File: config.mk
export PLATFORM = sky130hd
export DESIGN_NAME = uart_rx
export DESIGN_NICKNAME = d
export VERILOG_FILES = /design/src/rtl/uart_pkg.sv /design/src/rtl/uart_sync.sv /design/src/rtl/uart_rx.sv
export SDC_FILE = /design/constraint.sdc
export NUM_CORES = 1
export LEC_CHECK = 0
export CAP_MARGIN = 20
export CORE_UTILIZATION = 57
export DETAILED_ROUTE_END_ITERATION = 16
export PLACE_DENSITY = 0.78
export SYNTH_ARGS = -nofsm -noshare
export SYNTH_HDL_FRONTEND = slang
export SYNTH_HIERARCHICAL = 1
export SYNTH_SLANG_ARGS = --single-unit
export TNS_END_PERCENT = 5
File: constraint.sdc
create_clock -name sys_clk -period 2.5 [get_ports sys_clk]
set_input_delay 0.625 -clock sys_clk [delete_from_list [all_inputs] [get_ports sys_clk]]
set_output_delay 0.625 -clock sys_clk [all_outputs]
set_load 0.02 [all_outputs]
File: src/rtl/uart_pkg.sv
// uart_pkg: framing constants and FSM states shared by the UART transmitter and receiver
package uart_pkg;
  localparam int CLK_FREQ_DEF = 50_000_000;
  localparam int BAUD_DEF = 9600;
  localparam int DATA_W = 8;
  typedef enum logic [1:0] {st_idle, st_start, st_data, st_stop} uart_st_e;
endpackage

File: src/rtl/uart_sync.sv
// uart_sync: two-flop synchronizer for the serial pin plus falling-edge detector
module uart_sync (
  input  logic sys_clk,
  input  logic rst_n,
  input  logic rx,
  output logic rx_s,
  output logic fall
);
  logic s1, s2, h;
  // Resetting to 1 makes a line held low at reset release look like a start edge
  always_ff @(posedge sys_clk or negedge rst_n) begin
    if (!rst_n) begin
      s1 <= 1'b1;
      s2 <= 1'b1;
      h <= 1'b1;
    end else begin
      s1 <= rx;
      s2 <= s1;
      h <= s2;
    end
  end
  assign rx_s = s2;
  assign fall = h & ~s2;
endmodule

File: src/rtl/uart_rx.sv
// uart_rx: 8N1 LSB-first UART receiver with a byte strobe and framing-error strobe
module uart_rx
  import uart_pkg::*;
#(
  parameter int CLK_FREQ = CLK_FREQ_DEF,
  parameter int BAUD = BAUD_DEF
) (
  input  logic              sys_clk,
  input  logic              rst_n,
  input  logic              rx,
  output logic [DATA_W-1:0] data_out,
  output logic              rx_done,
  output logic              frame_err,
  output logic              busy_flag
);
  localparam int BIT_CNT_MAX = CLK_FREQ / BAUD;
  localparam int HALF_CNT = BIT_CNT_MAX / 2;
  localparam int CW = $clog2(BIT_CNT_MAX);
  uart_st_e state, state_nxt;
  logic [CW-1:0] cnt;
  logic [2:0] bit_idx;
  logic [DATA_W-1:0] shift;
  logic rx_s, fall, tick_h, tick_b, shift_en, done_c, err_c;
  uart_sync u_sync (
    .sys_clk(sys_clk),
    .rst_n(rst_n),
    .rx(rx),
    .rx_s(rx_s),
    .fall(fall)
  );
  assign tick_h = cnt == CW'(HALF_CNT - 1);
  assign tick_b = cnt == CW'(BIT_CNT_MAX - 1);
  // FSM state register
  always_ff @(posedge sys_clk or negedge rst_n) begin
    if (!rst_n) state <= st_idle;
    else state <= state_nxt;
  end
  // Next state: start qualified at half bit, data and stop sampled mid-bit
  always_comb begin
    state_nxt = state;
    case (state)
      st_idle:  state_nxt = fall ? st_start : st_idle;
      st_start: state_nxt = !tick_h ? st_start : rx_s ? st_idle : st_data;
      st_data:  state_nxt = (tick_b && bit_idx == 3'd7) ? st_stop : st_data;
      st_stop:  state_nxt = tick_b ? st_idle : st_stop;
      default:  state_nxt = st_idle;
    endcase
  end
  // FSM outputs: busy level and the per-sample strobes
  always_comb begin
    busy_flag = state != st_idle;
    shift_en = state == st_data && tick_b;
    done_c = state == st_stop && tick_b && rx_s;
    err_c = state == st_stop && tick_b && !rx_s;
  end
  // Baud counter, bit index, shift register and registered strobes
  always_ff @(posedge sys_clk or negedge rst_n) begin
    if (!rst_n) begin
      cnt <= '0;
      bit_idx <= 3'd0;
      shift <= '0;
      data_out <= '0;
      rx_done <= 1'b0;
      frame_err <= 1'b0;
    end else begin
      cnt <= (state == st_idle || state_nxt != state || tick_b) ? '0 : cnt + 1'b1;
      bit_idx <= state != st_data ? 3'd0 : shift_en ? bit_idx + 3'd1 : bit_idx;
      shift <= shift_en ? {rx_s, shift[DATA_W-1:1]} : shift;
      data_out <= done_c ? shift : data_out;
      rx_done <= done_c;
      frame_err <= err_c;
    end
  end
endmodule

==> flow_summary.yaml, run 1 <==
clock_network:
  insertion_delay_ns: 0.34
  cts_max_level: 2
  ctsResizeCount: 0
  clock_sink_count: 39
  root_buffer: "clkbuf_4"
  cts_setup_buffers: 0
  cts_tree: "done"
  numCtsBuffers: 5
  clock_path_buffers: 2
  cts.reportedPaths.clkPinSlew_ns: 0.11
  cts_hold_buffers: 0
yosys:
  synthSimpleGateAreaFrac: 0.203
  yosysWarnings: 6
  synth_seq_cells: 39
  syn_inst: 145
  synth_nets: 151
  synth_compound_area_frac: 0.0278
  synth_edf_count: 0
  synth_top_family_by_area: "simple AND/OR/NAND/NOR gates"
  avgSynthCellArea_um2: 12.4
  synth_cell_type_count: 38
  synth_xor_area_frac: 0.0584
  async_flop_share: 1.00
  synth-adder-area-share: 0.0208
  syn_area_um2: 1800
  synth_mux_area_frac: 0.117
  yosysSeqAreaShare: 0.544
  synth_ff_type: "dfrtp_1"
critical_path:
  reg2reg_depth: 5
  rrSetupSlack_ns: 0.45
  crit_path_end_kind: "output port"
  crit_fanout: 9
  critical_path_arrival_ns: 1.72
  timing.rr.end: "data_out[2]"
  r2r-start: "cnt[0]"
  cp-start-kind: "register"
  path_class: "reg2out"
  cp.required_ns: 1.88
placement:
  post-place-ws_ns: 0.455
  gp_congestion: 0.808
  dp.cells: 196
  dpl.hpwl_mm: 1.93
  numPortBuffers: 13
global_route:
  gr-total-overflow: 0
  grt_start_max_net_pins: 40
  grt_pass1_vias: 987
  grt.total_usage: 0.179
  grt_pass1_wl_mm: 4.43
  antenna_found_initial: 0
routing:
  antenna_left: 0
  drc: 0
  drtPass1Iterations: 5
  wl_mm: 2.64
  drtIter0Drc: 28
  wl_per_cell_um: 12.9
  num_vias: 1067
  vias_per_cell: 5.23
hold_path:
  hold_class: "in2async"
layout:
  post-route-util: 0.675
  antennaDiodeCount: 0
  num-nets-final: 165
  drive_above_1_share: 0.231
  fillers: 226
  area_growth_pct: 13.6
  fin_cells: 204
timing:
  finalHoldViolations: 0
  drv_slew: 0
  final.setup_skew_ns: 0.0121
  relSlewSlack: 0.479
  finalSetupTns_ns: 0
  rsz0062_at_grt: "false"
  clock.fmax_mhz: 427
  setup_viol: 0
  tightest_slew_ns: 0.782
  fin_crit_sh: 0.937
  worst_slack_ns: 0.158
  fin_crit_ns: 2.34
floorplan:
  design.die.area_um2: 3390
  rows: 20
  initial_utilization: 0.595
  io_pins: 14
  design.core.area_um2: 3030
  die_w_um: 58.2
  die_h_um: 58.2
pwr:
  p_per_area_nw_per_um2: 710
  power.leakage_uw: 0.000933
  peakVddDrop_mv: 0.446
run:
  drv_cap: 0
status:
  status: "completed"
## registers in the layout, indices dropped and copies added (netlist names), 2 cells and up
signal,cells
bit_idx,3
cnt,13
data_out,8
shift,8
state,2
## worst max path at each step
stage / startpoint / to / slack (ns) / cells after the start
after floorplan: cnt[0] / data_out[0] / 0.67 / 6
after global placement: cnt[0] / data_out[1] / 0.52 / 5
after detailed placement: cnt[0] / data_out[2] / 0.45 / 5
after CTS: state[0] / busy_flag / 0.14 / 2
after global routing: state[0] / busy_flag / 0.09 / 2
final: state[0] / busy_flag / 0.16 / 2
## layer usage
layer	track usage	up-vias	part of all wire
met5	0	-	0
met4	0.0816	0	0.018
met3	0.0603	5	0.036
met2	0.287	18	0.47
met1	0.220	513	0.47
li1	-	531	-
## area by class of cell
cell class / instances / area [um2] / share of cell area
Clock buffer: 6 / 41.3 / 0.0202
Sequential cell: 39 / 980 / 0.479
Inverter: 4 / 15.0 / 0.00734
Tap cell: 44 / 55.1 / 0.0269
Timing Repair Buffer: 13 / 125 / 0.0612
Multi-Input combinational cell: 96 / 768 / 0.376
Clock inverter: 2 / 60.1 / 0.0294
## critical path: stages, from the launching register on
cell             delay (ns)
dfrtp_1                0.47
or2_2                  0.35
clkdlybuf4s50_1        0.55
## report_power, final
part | internal [uW] | switching (uW) | leakage, uW
clock network | 312 | 195 | 0.0000525
logic | 79.8 | 89.6 | 0.000364
registers | 690 | 85.1 | 0.000516
total | 1080 | 370 | 0.000933
## synth_stat cells (all sizes together), types with 4 or more instances
cell / count / share of area
nand3: 5 / 0.014
dfrtp: 36 / 0.50
nand2: 9 / 0.023
nor2: 18 / 0.047
inv: 4 / 0.0083
xnor2: 8 / 0.039
buf: 5 / 0.019
mux2: 16 / 0.12
nand4: 7 / 0.033
nor3: 5 / 0.014
xor2: 4 / 0.019
## metrics by stage
stage / power, uW / hold WS [ns] / area (um2)
floorplan: 903 / 0.329 / 1800
global placement: 950 / 0.347 / 1940
detailed placement: 958 / 0.347 / 1940
CTS: 1470 / 0.362 / 2040
global route: 1520 / 0.366 / 2040
finish: 1450 / 0.347 / 2040
## kinds of logic after synthesis
| logic type | count (synthesis) |
|---|---|
| adders and majority gates | 3 |
| DFF | 39 |
| AOI/OAI and AO/OA | 7 |
| and+or+nand+nor | 58 |
| muxes | 16 |
| buffers and inverters | 10 |
| xor gates and xnor gates | 12 |
## layout by cell type, fill, tap and decap left out, types with 2 or more instances in the layout
master and n:
dfrtp_1 36, nor2_1 17, clkdlybuf4s50_1 12, xnor2_1 8, nand2_1 8, mux2_4 8
mux2_2 7, nand4_1 6, nand3_1 5, nor3_1 5, clkbuf_4 5, inv_1 4
xor2_1 4, a21oi_1 3, ha_1 3, dfstp_2 3, and4bb_4 2, nor4b_1 2
bufinv_16 2
Power figures use the tool's default switching activity.
==> run 2, diff against run 1 <==
--- a/config.mk
+++ b/config.mk
@@ -9,6 +9,7 @@
 export CORE_UTILIZATION = 57
 export DETAILED_ROUTE_END_ITERATION = 16
 export PLACE_DENSITY = 0.78
+export RECOVER_POWER = 100
 export SYNTH_ARGS = -nofsm -noshare
 export SYNTH_HDL_FRONTEND = slang
 export SYNTH_HIERARCHICAL = 1
==> flow_summary.yaml, run 2 (synthesis results as in run 1) <==
status:
  status: "finished, violations left"
  violations: "max-capacitance violations, max-slew violations"
routing:
  drtPass1Iterations: 4
  antenna_left: 0
  drc: 0
  drtIter0Drc: 25
  wl_per_cell_um: 12.9
  vias_per_cell: 5.24
  num_vias: 1069
  wl_mm: 2.64
clock_network:
  cts_max_level: 2
  cts.reportedPaths.clkPinSlew_ns: 0.11
  root_buffer: "clkbuf_4"
  ctsResizeCount: 0
  clock_sink_count: 39
  cts_tree: "done"
  clock_path_buffers: 2
  insertion_delay_ns: 0.34
  cts_setup_buffers: 0
  numCtsBuffers: 5
  cts_hold_buffers: 0
critical_path:
  path_buf_inv: 1
  crit_fanout: 9
  max_stage_delay_ns: 0.55
  crit_path_end_kind: "output port"
  cp-start-kind: "register"
  critical_path_arrival_ns: 1.70
  cp_cell_sequence: "or2_2, clkdlybuf4s50_1"
  path_class: "reg2out"
  cp.required_ns: 1.88
  cp_slowest_cell: "clkdlybuf4s50_1"
  path_delay_family: "buffers and inverters"
global_route:
  grt_use_met2: 0.287
  grt_pass1_wl_mm: 4.43
  grt.total_usage: 0.179
  grt-busiest-layer: "met2"
  grt_util_met1: 0.220
  antenna_found_initial: 0
  grt_start_max_net_pins: 40
  grtUsageMet3: 0.0603
  gr-total-overflow: 0
  grt_pass1_vias: 987
timing:
  finalSetupTns_ns: 0
  finalHoldViolations: 0
  drv_slew: 40
  fin_crit_sh: 0.931
  rsz0062_at_grt: "false"
  relSlewSlack: -0.250
  fin_crit_ns: 2.33
  final.setup_skew_ns: 0.0112
  setup_viol: 0
  tightest_slew_ns: 1.88
  clock.fmax_mhz: 429
pwr:
  switchingPower_uw: 364
  swShare: 0.252
  p_clk_frac: 0.350
  power.leakage_uw: 0.000922
  seq_power_share: 0.536
  pwr-share-comb: 0.114
  peakVddDrop_mv: 0.444
  internal-power_uw: 1080
  p_per_area_nw_per_um2: 727
placement:
  dp.cells: 196
  gp_congestion: 0.808
  numPortBuffers: 13
  dpl.hpwl_mm: 1.93
floorplan:
  die_h_um: 58.2
  design.die.area_um2: 3390
  die_w_um: 58.2
  design.core.area_um2: 3030
  io_pins: 14
  initial_utilization: 0.595
  rows: 20
layout:
  largest_register: "cnt"
  fin_cells: 204
  area_growth_pct: 10.4
  num-nets-final: 165
  antennaDiodeCount: 0
  largest_reg_flops: 13
  reg_top3: "cnt: 13 flops, data_out: 8 flops, shift: 8 flops"
  final_common_cell: "dfrtp_1"
  final_cell_mix: "36 x dfrtp_1, 17 x nor2_1, 11 x dlygate4sd3_1"
  drive_above_1_share: 0.150
run:
  drv_cap: 1
hold_path:
  hold_class: "reg2reg"
-- run 2: changes by cell type in the layout (fill, tap and decap cells not counted), sizes merged --
cell           delta
clkdlybuf4s50    -11
dlygate4sd3      +11
buf               -1
clkbuf            +1
-- run 2: area by class of cell --
class / count / area (um2)
fillers: 234 / 1040
well taps: 44 / 55.1
inverters: 4 / 15.0
multi-input cells: 96 / 713
clock buffers: 6 / 41.3
repair buffers: 13 / 124
clock inverters: 2 / 60.1
flip-flops and latches: 39 / 980
-- run 2: power groups by stage --
stage / Sequential, uW / Combinational, uW / Clock [uW]
after global routing: 785 / 192 / 540
after global placement: 782 / 168 / 0
after detailed placement: 785 / 173 / 0
final: 775 / 165 / 506
after CTS: 774 / 173 / 519
after floorplan: 760 / 143 / 0
-- run 2: path summary, 6_finish.rpt --
path / to / cells past startpoint / from / slack (ns)
max: busy_flag / 2 / state[0] / 0.17
min: u_sync/rx_s / 0 / u_sync/s1 / 0.37
max reg2reg: data_out[2] / 5 / cnt[0] / 0.25
min reg2reg: u_sync/rx_s / 0 / u_sync/s1 / 0.37
max in group asynchronous: cnt[12] / 1 / rst_n / 0.64
min in group asynchronous: data_out[2] / 1 / rst_n / 0.78
-- run 2: metrics by stage --
| step | utilization | hold slack, ns | total power (uW) | worst slack, ns | instance area, um2 |
|---|---|---|---|---|---|
| 6_report | 0.657 | 0.366 | 1440 | 0.171 | 1990 |
| 2_1_floorplan | - | 0.329 | 903 | 0.670 | 1800 |
| 5_1_grt | 0.657 | 0.371 | 1520 | 0.0938 | 1990 |
| 3_3_place_gp | 0.642 | 0.347 | 950 | 0.521 | 1940 |
| 3_5_place_dp | 0.642 | 0.347 | 958 | 0.455 | 1940 |
| 4_1_cts | 0.675 | 0.362 | 1470 | 0.137 | 2040 |
-- run 2: metal layers --
metal  share of wire  wire length, um
met1            0.48             1270
met2            0.46             1230
met3           0.035               93
met4           0.018               47
met5               0                0
-- run 2: worst register-to-register path, stage by stage, from the launching register on --
cell and delay [ns]:
dfrtp_1 0.42, ha_1 0.28, and4bb_4 0.27, nand4_1 0.27, or2_0 0.51, mux2_1 0.40
==> run 3, diff against run 2 <==
--- a/config.mk
+++ b/config.mk
@@ -7,8 +7,9 @@
 export LEC_CHECK = 0
 export CAP_MARGIN = 20
 export CORE_UTILIZATION = 57
+export CTS_CLUSTER_SIZE = 25
 export DETAILED_ROUTE_END_ITERATION = 16
-export PLACE_DENSITY = 0.78
+export PLACE_DENSITY = 0.88
 export RECOVER_POWER = 100
 export SYNTH_ARGS = -nofsm -noshare
 export SYNTH_HDL_FRONTEND = slang
==> flow_summary.yaml, run 3 (synthesis results as in run 1) <==
hold_path:
  hold_class: "reg2reg"
clock_network:
  numCtsBuffers: 5
  cts.reportedPaths.clkPinSlew_ns: 0.11
  insertion_delay_ns: 0.34
  ctsResizeCount: 0
  clock_sink_count: 39
  cts_hold_buffers: 0
  clock_path_buffers: 2
  root_buffer: "clkbuf_4"
  cts_tree: "done"
  cts_max_level: 2
  cts_setup_buffers: 0
routing:
  drtIter0Drc: 40
  antenna_left: 0
  vias_per_cell: 5.58
  num_vias: 1139
  drtPass1Iterations: 5
  wl_per_cell_um: 15.0
  drc: 0
  wl_mm: 3.07
layout:
  reg_top3: "cnt: 13 flops, data_out: 8 flops, shift: 8 flops"
  largest_reg_flops: 13
  post-route-util: 0.652
  largest_register: "cnt"
  antennaDiodeCount: 0
  num-nets-final: 165
  final_cell_mix: "36 x dfrtp_1, 17 x nor2_1, 11 x dlygate4sd3_1"
  fin_cells: 204
  drive_above_1_share: 0.156
  area_growth_pct: 9.59
  final_common_cell: "dfrtp_1"
  fillers: 246
timing:
  clock.fmax_mhz: 423
  relSlewSlack: -0.288
  finalSetupTns_ns: 0
  rsz0062_at_grt: "false"
  tightest_slew_ns: 1.93
  setup_viol: 0
  worst_slack_ns: 0.136
  fin_crit_ns: 2.36
  final.setup_skew_ns: 0.0150
  fin_crit_sh: 0.945
  drv_slew: 40
  finalHoldViolations: 0
placement:
  post-place-ws_ns: 0.435
  gp_congestion: 0.794
  numPortBuffers: 13
  dpl.hpwl_mm: 2.27
  dp.cells: 196
critical_path:
  cp-start-kind: "register"
  critical_path_arrival_ns: 1.74
  crit_path_end_kind: "output port"
  cp.required_ns: 1.88
  path_class: "reg2out"
  crit_fanout: 9
pwr:
  peakVddDrop_mv: 0.519
  swShare: 0.273
  p_clk_frac: 0.308
  seq_power_share: 0.565
  pwr-share-comb: 0.127
  p_per_area_nw_per_um2: 701
  switchingPower_uw: 377
  internal-power_uw: 1010
  power.total_uw: 1380
  power.leakage_uw: 0.000918
global_route:
  antenna_found_initial: 0
  grt_pass1_wl_mm: 5.09
  grt.total_usage: 0.208
  grt_start_max_net_pins: 40
  gr-total-overflow: 0
  grt_pass1_vias: 1117
status:
  violations: "max-capacitance violations, max-slew violations"
  status: "finished, violations left"
floorplan:
  rows: 20
  design.die.area_um2: 3390
  die_w_um: 58.2
  io_pins: 14
  initial_utilization: 0.595
  die_h_um: 58.2
  design.core.area_um2: 3030
run:
  drv_cap: 1
[run 3: cell count changes in the layout (fill, tap and decap cells not counted), sizes merged]
| cell | change |
|---|---|
| clkinv | +1 |
| bufinv | -1 |
[run 3: area by class of cell]
cell class | count | area [um2] | share of cell area
timing repair buffer | 13 | 124 | 0.0628
sequential | 39 | 980 | 0.497
tap | 44 | 55.1 | 0.0279
inverter | 4 | 15.0 | 0.00761
clock buffer | 6 | 51.3 | 0.0260
multi-input combinational | 96 | 713 | 0.361
clock inverter | 2 | 35.0 | 0.0178
[run 3: stage by stage]
step                hold slack, ns  instance area, um2
floorplan                    0.329                1800
global placement             0.346                1940
detailed placement           0.348                1940
CTS                          0.364                2030
global route                 0.381                1970
finish                       0.367                1970
[run 3: per-layer routing]
layer	track usage	wire length, um	up-vias
li1	-	-	534
met1	0.249	1250	553
met2	0.345	1590	40
met3	0.0603	144	12
met4	0.102	87	0
met5	0	0	-
[run 3: power groups by stage]
stage	Sequential (uW)	Clock (uW)	Combinational, uW
6_report	781	426	176
5_1_grt	794	462	195
4_1_cts	780	441	181
3_5_place_dp	792	0	179
3_3_place_gp	781	0	166
2_1_floorplan	760	0	143
[run 3: path summary, 6_finish.rpt]
kind,from,to,slack [ns],cells after the start
worst max-delay path,state[0],busy_flag,0.14,2
worst min-delay path,u_sync/s1,u_sync/rx_s,0.37,0
worst max register to register,cnt[0],data_out[3],0.23,5
worst min register to register,u_sync/s1,u_sync/rx_s,0.37,0
max in group asynchronous,rst_n,cnt[4],0.58,1
min in group asynchronous,rst_n,data_out[2],0.81,1
[run 3: critical path: stages, from the launching register on]
cell	delay, ns
dfrtp_1	0.49
or2_2	0.36
clkdlybuf4s50_1	0.55
